**src/rtl/uart_tx_arbiter.sv**
```systemverilog
// uart_tx_arbiter: round-robin sharing of one UART transmitter between NUM_REQ byte producers.
// Latency: req seen in IDLE -> grant/tx_start next cycle; tx_done (or rx_done) -> done next cycle.
// Backpressure: requesters hold req until their grant pulse; one transaction in flight at a time.
//
// Optional feature macro: UART_ARB_LOOPBACK_CHECK_EN adds a WAIT_RX state that compares
// the looped-back receiver byte with the transmitted one. When it is not defined, the
// rx inputs are ignored and o_err_mismatch stays 0.
//
// Ports:
//   i_clk, i_reset      clock, synchronous active-high reset
//   i_req, i_req_data   per-requester level request and byte (byte i at [8i+7:8i])
//   o_grant, o_done     one-hot pulses: byte accepted / byte fully sent
//   o_tx_data, o_tx_start, i_tx_done   UART transmitter handshake
//   i_rx_data, i_rx_done               UART receiver (loopback check only)
//   o_busy              high whenever not IDLE
//   o_err_timeout, o_err_mismatch, o_err_id   error pulses and sticky requester index
module uart_tx_arbiter #(
  parameter int NUM_REQ        = 4,
  parameter int TIMEOUT_CYCLES = 200000
) (
  input  logic                   i_clk,
  input  logic                   i_reset,
  input  logic [NUM_REQ-1:0]     i_req,
  input  logic [8*NUM_REQ-1:0]   i_req_data,
  output logic [NUM_REQ-1:0]     o_grant,
  output logic [NUM_REQ-1:0]     o_done,
  output logic [7:0]             o_tx_data,
  output logic                   o_tx_start,
  input  logic                   i_tx_done,
  input  logic [7:0]             i_rx_data,
  input  logic                   i_rx_done,
  output logic                   o_busy,
  output logic                   o_err_timeout,
  output logic                   o_err_mismatch,
  output logic [2:0]             o_err_id
);

  localparam int               CNT_W    = $clog2(TIMEOUT_CYCLES);
  localparam logic [CNT_W-1:0] CNT_LAST = CNT_W'(TIMEOUT_CYCLES - 1);
  localparam logic [2:0]       LAST_RST = 3'(NUM_REQ - 1);

`ifdef UART_ARB_LOOPBACK_CHECK_EN
  typedef enum logic [1:0] {
    S_IDLE    = 2'd0,
    S_START   = 2'd1,
    S_WAIT_TX = 2'd2,
    S_WAIT_RX = 2'd3
  } state_t;
`else
  typedef enum logic [1:0] {
    S_IDLE    = 2'd0,
    S_START   = 2'd1,
    S_WAIT_TX = 2'd2
  } state_t;
`endif

  state_t             r_state;
  state_t             w_state_nxt;
  logic [2:0]         r_idx;
  logic [2:0]         r_last;
  logic [7:0]         r_tx_data;
  logic [CNT_W-1:0]   r_cnt;
  logic [NUM_REQ-1:0] r_done;
  logic               r_err_timeout;
  logic               r_err_mismatch;
  logic [2:0]         r_err_id;

  logic               w_sel_vld;
  logic [2:0]         w_sel_idx;
  logic [7:0]         w_sel_byte;
  logic [NUM_REQ-1:0] w_idx_oh;
  logic               w_load;
  logic               w_cnt_clr;
  logic               w_waiting;
  logic               w_finish;
  logic               w_tout;
  logic               w_mis;

`ifndef UART_ARB_LOOPBACK_CHECK_EN
  // Receiver inputs have no function without the loopback check.
  logic w_unused_rx;
  assign w_unused_rx = ^{i_rx_data, i_rx_done};
`endif

  // Round-robin pick: distance k=1 is the requester right after the last one served.
  // Walking k downward lets the nearest requesting index overwrite farther ones.
  always_comb begin
    w_sel_vld  = 1'b0;
    w_sel_idx  = 3'd0;
    w_sel_byte = 8'h00;
    for (int k = NUM_REQ; k >= 1; k--) begin
      for (int b = 0; b < NUM_REQ; b++) begin
        if (i_req[b] && (((int'(r_last) + k) % NUM_REQ) == b)) begin
          w_sel_vld  = 1'b1;
          w_sel_idx  = 3'(b);
          w_sel_byte = i_req_data[8*b +: 8];
        end
      end
    end
  end

  always_comb begin
    w_idx_oh = '0;
    for (int b = 0; b < NUM_REQ; b++) begin
      w_idx_oh[b] = (r_idx == 3'(b));
    end
  end

  // Next-state and Moore outputs.
  always_comb begin
    w_state_nxt = r_state;
    w_load      = 1'b0;
    w_cnt_clr   = 1'b0;
    w_waiting   = 1'b0;
    w_finish    = 1'b0;
    w_tout      = 1'b0;
    w_mis       = 1'b0;
    o_grant     = '0;
    o_tx_start  = 1'b0;
    o_busy      = (r_state != S_IDLE);
    case (r_state)
      S_IDLE: begin
        if (w_sel_vld) begin
          w_load      = 1'b1;
          w_state_nxt = S_START;
        end
      end
      S_START: begin
        o_grant     = w_idx_oh;
        o_tx_start  = 1'b1;
        w_cnt_clr   = 1'b1;
        w_state_nxt = S_WAIT_TX;
      end
      S_WAIT_TX: begin
        w_waiting = 1'b1;
        // tx_done takes priority over a timeout expiring in the same cycle.
        if (i_tx_done) begin
`ifdef UART_ARB_LOOPBACK_CHECK_EN
          // The receive wait gets its own full timeout budget.
          w_cnt_clr   = 1'b1;
          w_state_nxt = S_WAIT_RX;
`else
          w_finish    = 1'b1;
          w_state_nxt = S_IDLE;
`endif
        end else if (r_cnt == CNT_LAST) begin
          w_tout      = 1'b1;
          w_state_nxt = S_IDLE;
        end
      end
`ifdef UART_ARB_LOOPBACK_CHECK_EN
      S_WAIT_RX: begin
        w_waiting = 1'b1;
        if (i_rx_done) begin
          w_finish    = 1'b1;
          w_mis       = (i_rx_data != r_tx_data);
          w_state_nxt = S_IDLE;
        end else if (r_cnt == CNT_LAST) begin
          w_tout      = 1'b1;
          w_state_nxt = S_IDLE;
        end
      end
`endif
      default: w_state_nxt = S_IDLE;
    endcase
  end

  always_ff @(posedge i_clk) begin
    if (i_reset) begin
      r_state        <= S_IDLE;
      r_idx          <= 3'd0;
      r_last         <= LAST_RST;
      r_tx_data      <= 8'h00;
      r_cnt          <= '0;
      r_done         <= '0;
      r_err_timeout  <= 1'b0;
      r_err_mismatch <= 1'b0;
      r_err_id       <= 3'd0;
    end else begin
      r_state        <= w_state_nxt;
      r_done         <= w_finish ? w_idx_oh : '0;
      r_err_timeout  <= w_tout;
      r_err_mismatch <= w_mis;
      if (w_tout || w_mis) begin
        r_err_id <= r_idx;
      end
      if (w_load) begin
        r_idx     <= w_sel_idx;
        r_last    <= w_sel_idx;
        r_tx_data <= w_sel_byte;
      end
      if (w_cnt_clr) begin
        r_cnt <= '0;
      end else if (w_waiting) begin
        r_cnt <= r_cnt + CNT_W'(1);
      end
    end
  end

  assign o_done         = r_done;
  assign o_tx_data      = r_tx_data;
  assign o_err_timeout  = r_err_timeout;
  assign o_err_mismatch = r_err_mismatch;
  assign o_err_id       = r_err_id;

endmodule

```
**config.mk**
```make
export PLATFORM = sky130hd
export DESIGN_NAME = uart_tx_arbiter
export DESIGN_NICKNAME = d
export VERILOG_FILES = /design/src/rtl/uart_tx_arbiter.sv
export SDC_FILE = /design/constraint.sdc
export NUM_CORES = 1
export LEC_CHECK = 0
export BUFFER_PORTS_ARGS = -buffer_cell sky130_fd_sc_hd__buf_4
export CAP_MARGIN = 0
export CORE_ASPECT_RATIO = 0.7
export CORE_MARGIN = 2
export CORE_UTILIZATION = 55
export DETAILED_ROUTE_END_ITERATION = 8
export PLACE_DENSITY = 0.83
export SLEW_MARGIN = 40
export SYNTH_ARGS = -nofsm -noshare
export SYNTH_HDL_FRONTEND = slang
export SYNTH_SLANG_ARGS = --single-unit
```
**constraint.sdc**
```tcl
create_clock -name i_clk -period 3.65 [get_ports i_clk]
set_input_delay 0.73 -clock i_clk [delete_from_list [all_inputs] [get_ports i_clk]]
set_output_delay 0.73 -clock i_clk [all_outputs]
set_load 0.02 [all_outputs]
```
==> results.md <==
* Status: completed
* Tightest Pin Transition at 0.825 ns
* Cell area power density at 386 nW/um^2
* Initial antenna violation count at 0
* Largest net degree at the start of global routing at 49
* Drt initial violations at 390
* Number of setup buffers added after CTS at 0
* Post-Layout Cell Count at 571
* Routed wire length at 10100 microns
* Most frequently used flop master after synthesis: dfxtp_1
* Clock Pin Slew Worst Setup and Hold Paths at 0.07 ns
* Area growth syn-to-layout at 14.6%
* Hold WC Path Type: reg2reg
* CTS-repair resized insts at 0
* # clock sinks at 39
* Area leader, netlist: dfxtp_1
* Final-layout fill cell count at 517
* Fraction of registers with async set/reset at 0%
* TritonCTS clock tree: built
* Drt via density at 6.63
* Sequential area share after synthesis at 23.8%
* IO Pins at 71
* Slew HR at 44.9%
* R2r startpoint: r_last[1]
* Seq cells post-synth at 39
* Root buf cell: clkbuf_8
* Max-slew violation count at 0
* Sequential share of power at 35.6%
* FF/Latch Area at 782 sq um
* Slowest CP cell: dfxtp_1
* # diodes at 0
* Final worst path period share at 70.1%
* Worst r2r dst: o_tx_data[0]
* Internal at 0.893 mW
* Post-Place Cells at 563
* TritonRoute pass-1 iters at 5
* Post-DP HPWL at 7260 microns
* Warnings from Yosys at 0
* Vias in the first global route at 3216
* Fmax at 391 MHz
* Switching Share at 38.5%
* Post-synth cell types at 68
* Top-count cell post-synth: nor2_1
* Setup crit end kind: register
* CP endpoint: o_tx_data[0]
* Final GP Congestion at 0.976
* # rows at 23
* Cells taking the most area after synthesis: dfxtp_1, nor2_1, nand2_1, o21ai_0, a21oi_1
* CP Launch Point: r_last[1]
* WP data required at 3.88 ns
* Leak at 1.46 nW
* Wire per inst at 17.6 microns
* GRT Total Usage at 31.0%
* Longest Clk Path Bufs at 2
* Final setup fails at 0
* R2R Setup Slk at 1.09 ns
* Number of synthesized flops with an enable pin at 0
* CP Launch Type: register
* Clock Skews at 0.00668 ns
* Top cell type's share of synthesized area at 23.8%
* Logic pwr share at 39.6%
* H-tree depth at 2
* Worst VDD drop at 0.259 mV
* Maxcap violations at 0
* Die area at 6610 sq um
* Initial Util at 57.0%
* Synth cell count leaders: nor2_1, nand2_1, dfxtp_1
* Cells along the critical path: buf_4, nand2_1, nor2_1, a221oi_1, nor3_1, a31o_1
* DRC violations left at 0
* Nets at 544
* Worst path arrival time at 2.79 ns
* Ratio of cells with drive above 1 in the final layout at 16.1%
* Core footprint at 5760 sq um
* Die height at 68.6 microns
* I/O Buffers at 59
* Via count at 3784
* R2R cell count at 6
* Clk pwr share at 24.9%
* CP max FO at 24
* Post-cts hold buffer count at 0
* WS Path Type: reg2reg
* Net switching power at 0.558 mW
* Critical Path Max Stage Delay at 0.86 ns
* Cells after Synth at 465
* Die X at 96.3 microns
* First-pass GRT wire length at 16100 microns
* GR Overflow Total at 0
* TritonCTS Buffers at 5
* Setup TNS at 0 ns
* Syn avg cell area at 7.06 sq um
* Synthesized area at 3280 sq um
* Area of the multi-input gates at 2250 sq um
* Post-route ant nets at 0
* Clock latency on the worst-skew pair at 0.29 ns
* Fin. Hold Viols at 0
* RSZ-0062 raised after global routing: no
* Tmin final at 2.56 ns
registers in the layout (all words and copies together), names as in the netlist:
register       cells
o_done             4
o_err_id           2
o_err_timeout      1
o_tx_data          8
r_cnt             18
r_idx              2
r_last             2
r_state            2
logic make-up after synthesis:
kind of cell             share of synthesized area (%)
adder cells (fa/ha/maj)                          0.381
AND/OR/NAND/NOR                                   30.5
flip-flops                                        23.8
multiplexers                                      1.91
other                                            0.114
AO/OA/AOI/OAI                                     31.9
XOR/XNOR                                          3.73
buffers and inverters                             7.66
layer usage:
metal  track usage [%]  vias to the layer above  routed length, microns  part of all wire (%)
li1                  -                     1780                       -                     -
met1              45.9                     1743                    4480                    44
met2              47.4                      243                    4320                    43
met3              5.11                       18                    1130                    11
met4              6.16                        0                     140                   1.4
met5                 0                        -                       0                     0
critical path, delay by kind of cell (launching register included):
family | cells | cell delay (ns)
compound gates | 2 | 0.34
flops | 1 | 0.86
buf+inv | 1 | 0.36
simple gates | 3 | 0.93
worst min-delay path by stage:
stage / startpoint / to / cells after the start
after global placement: o_tx_data[7] / o_tx_data[7] / 2
after detailed placement: o_tx_data[7] / o_tx_data[7] / 2
final: o_tx_data[7] / o_tx_data[7] / 2
after global routing: o_tx_data[7] / o_tx_data[7] / 2
after floorplan: r_cnt[12] / r_cnt[12] / 2
after CTS: o_tx_data[7] / o_tx_data[7] / 2
power groups by stage:
stage | Sequential, mW | Combinational [mW] | Clock (mW)
after global routing | 0.522 | 0.622 | 0.388
after CTS | 0.513 | 0.560 | 0.364
after global placement | 0.523 | 0.547 | 0
after floorplan | 0.514 | 0.400 | 0
after detailed placement | 0.523 | 0.558 | 0
final | 0.516 | 0.574 | 0.361
through the flow:
step / utilization [%] / hold slack (ns) / total power [mW] / setup WS [ns] / instance area (sq um)
floorplan: - / 0.480 / 0.914 / 1.63 / 3290
global placement: 63.4 / 0.476 / 1.07 / 1.27 / 3650
detailed placement: 63.4 / 0.477 / 1.08 / 1.25 / 3650
CTS: 65.3 / 0.487 / 1.44 / 1.23 / 3760
global route: 65.3 / 0.514 / 1.53 / 0.946 / 3760
finish: 65.3 / 0.480 / 1.45 / 1.09 / 3760
layout by cell type, fill, tap and decap left out, types with 3 or more instances in the layout:
cell type	Yosys	routed
a21boi_1	5	5
o21ai_0	34	34
o211a_1	3	3
and3_1	4	4
or3_1	6	6
nor3_1	15	15
nand2_1	47	47
a211oi_1	12	12
dfxtp_1	39	38
and2_1	5	5
nor2_1	57	57
or2_1	3	3
inv_1	12	12
a31oi_1	8	8
nand3b_1	7	7
mux2i_1	4	4
a21oi_1	22	22
nand2b_1	9	9
o311ai_1	5	5
nor2b_1	9	9
a221oi_1	11	11
xor2_1	5	5
nor4_1	4	4
nand3_1	17	17
a22oi_1	3	3
clkbuf_8	0	5
a31o_1	5	5
nand4_1	4	4
buf_4	5	62
o32ai_1	3	3
xnor2_1	9	9
o221ai_1	11	11
o211ai_1	9	9
final cells by class:
cell class                      instances  area share, %
Sequential cell                        39           20.8
Timing Repair Buffer                   62           12.4
Tap cell                               75           2.50
Clock buffer                            5           1.83
Clock inverter                          3           1.16
Inverter                               14           1.40
Multi-Input combinational cell        373           59.9
(Power assumes the default switching activity.)
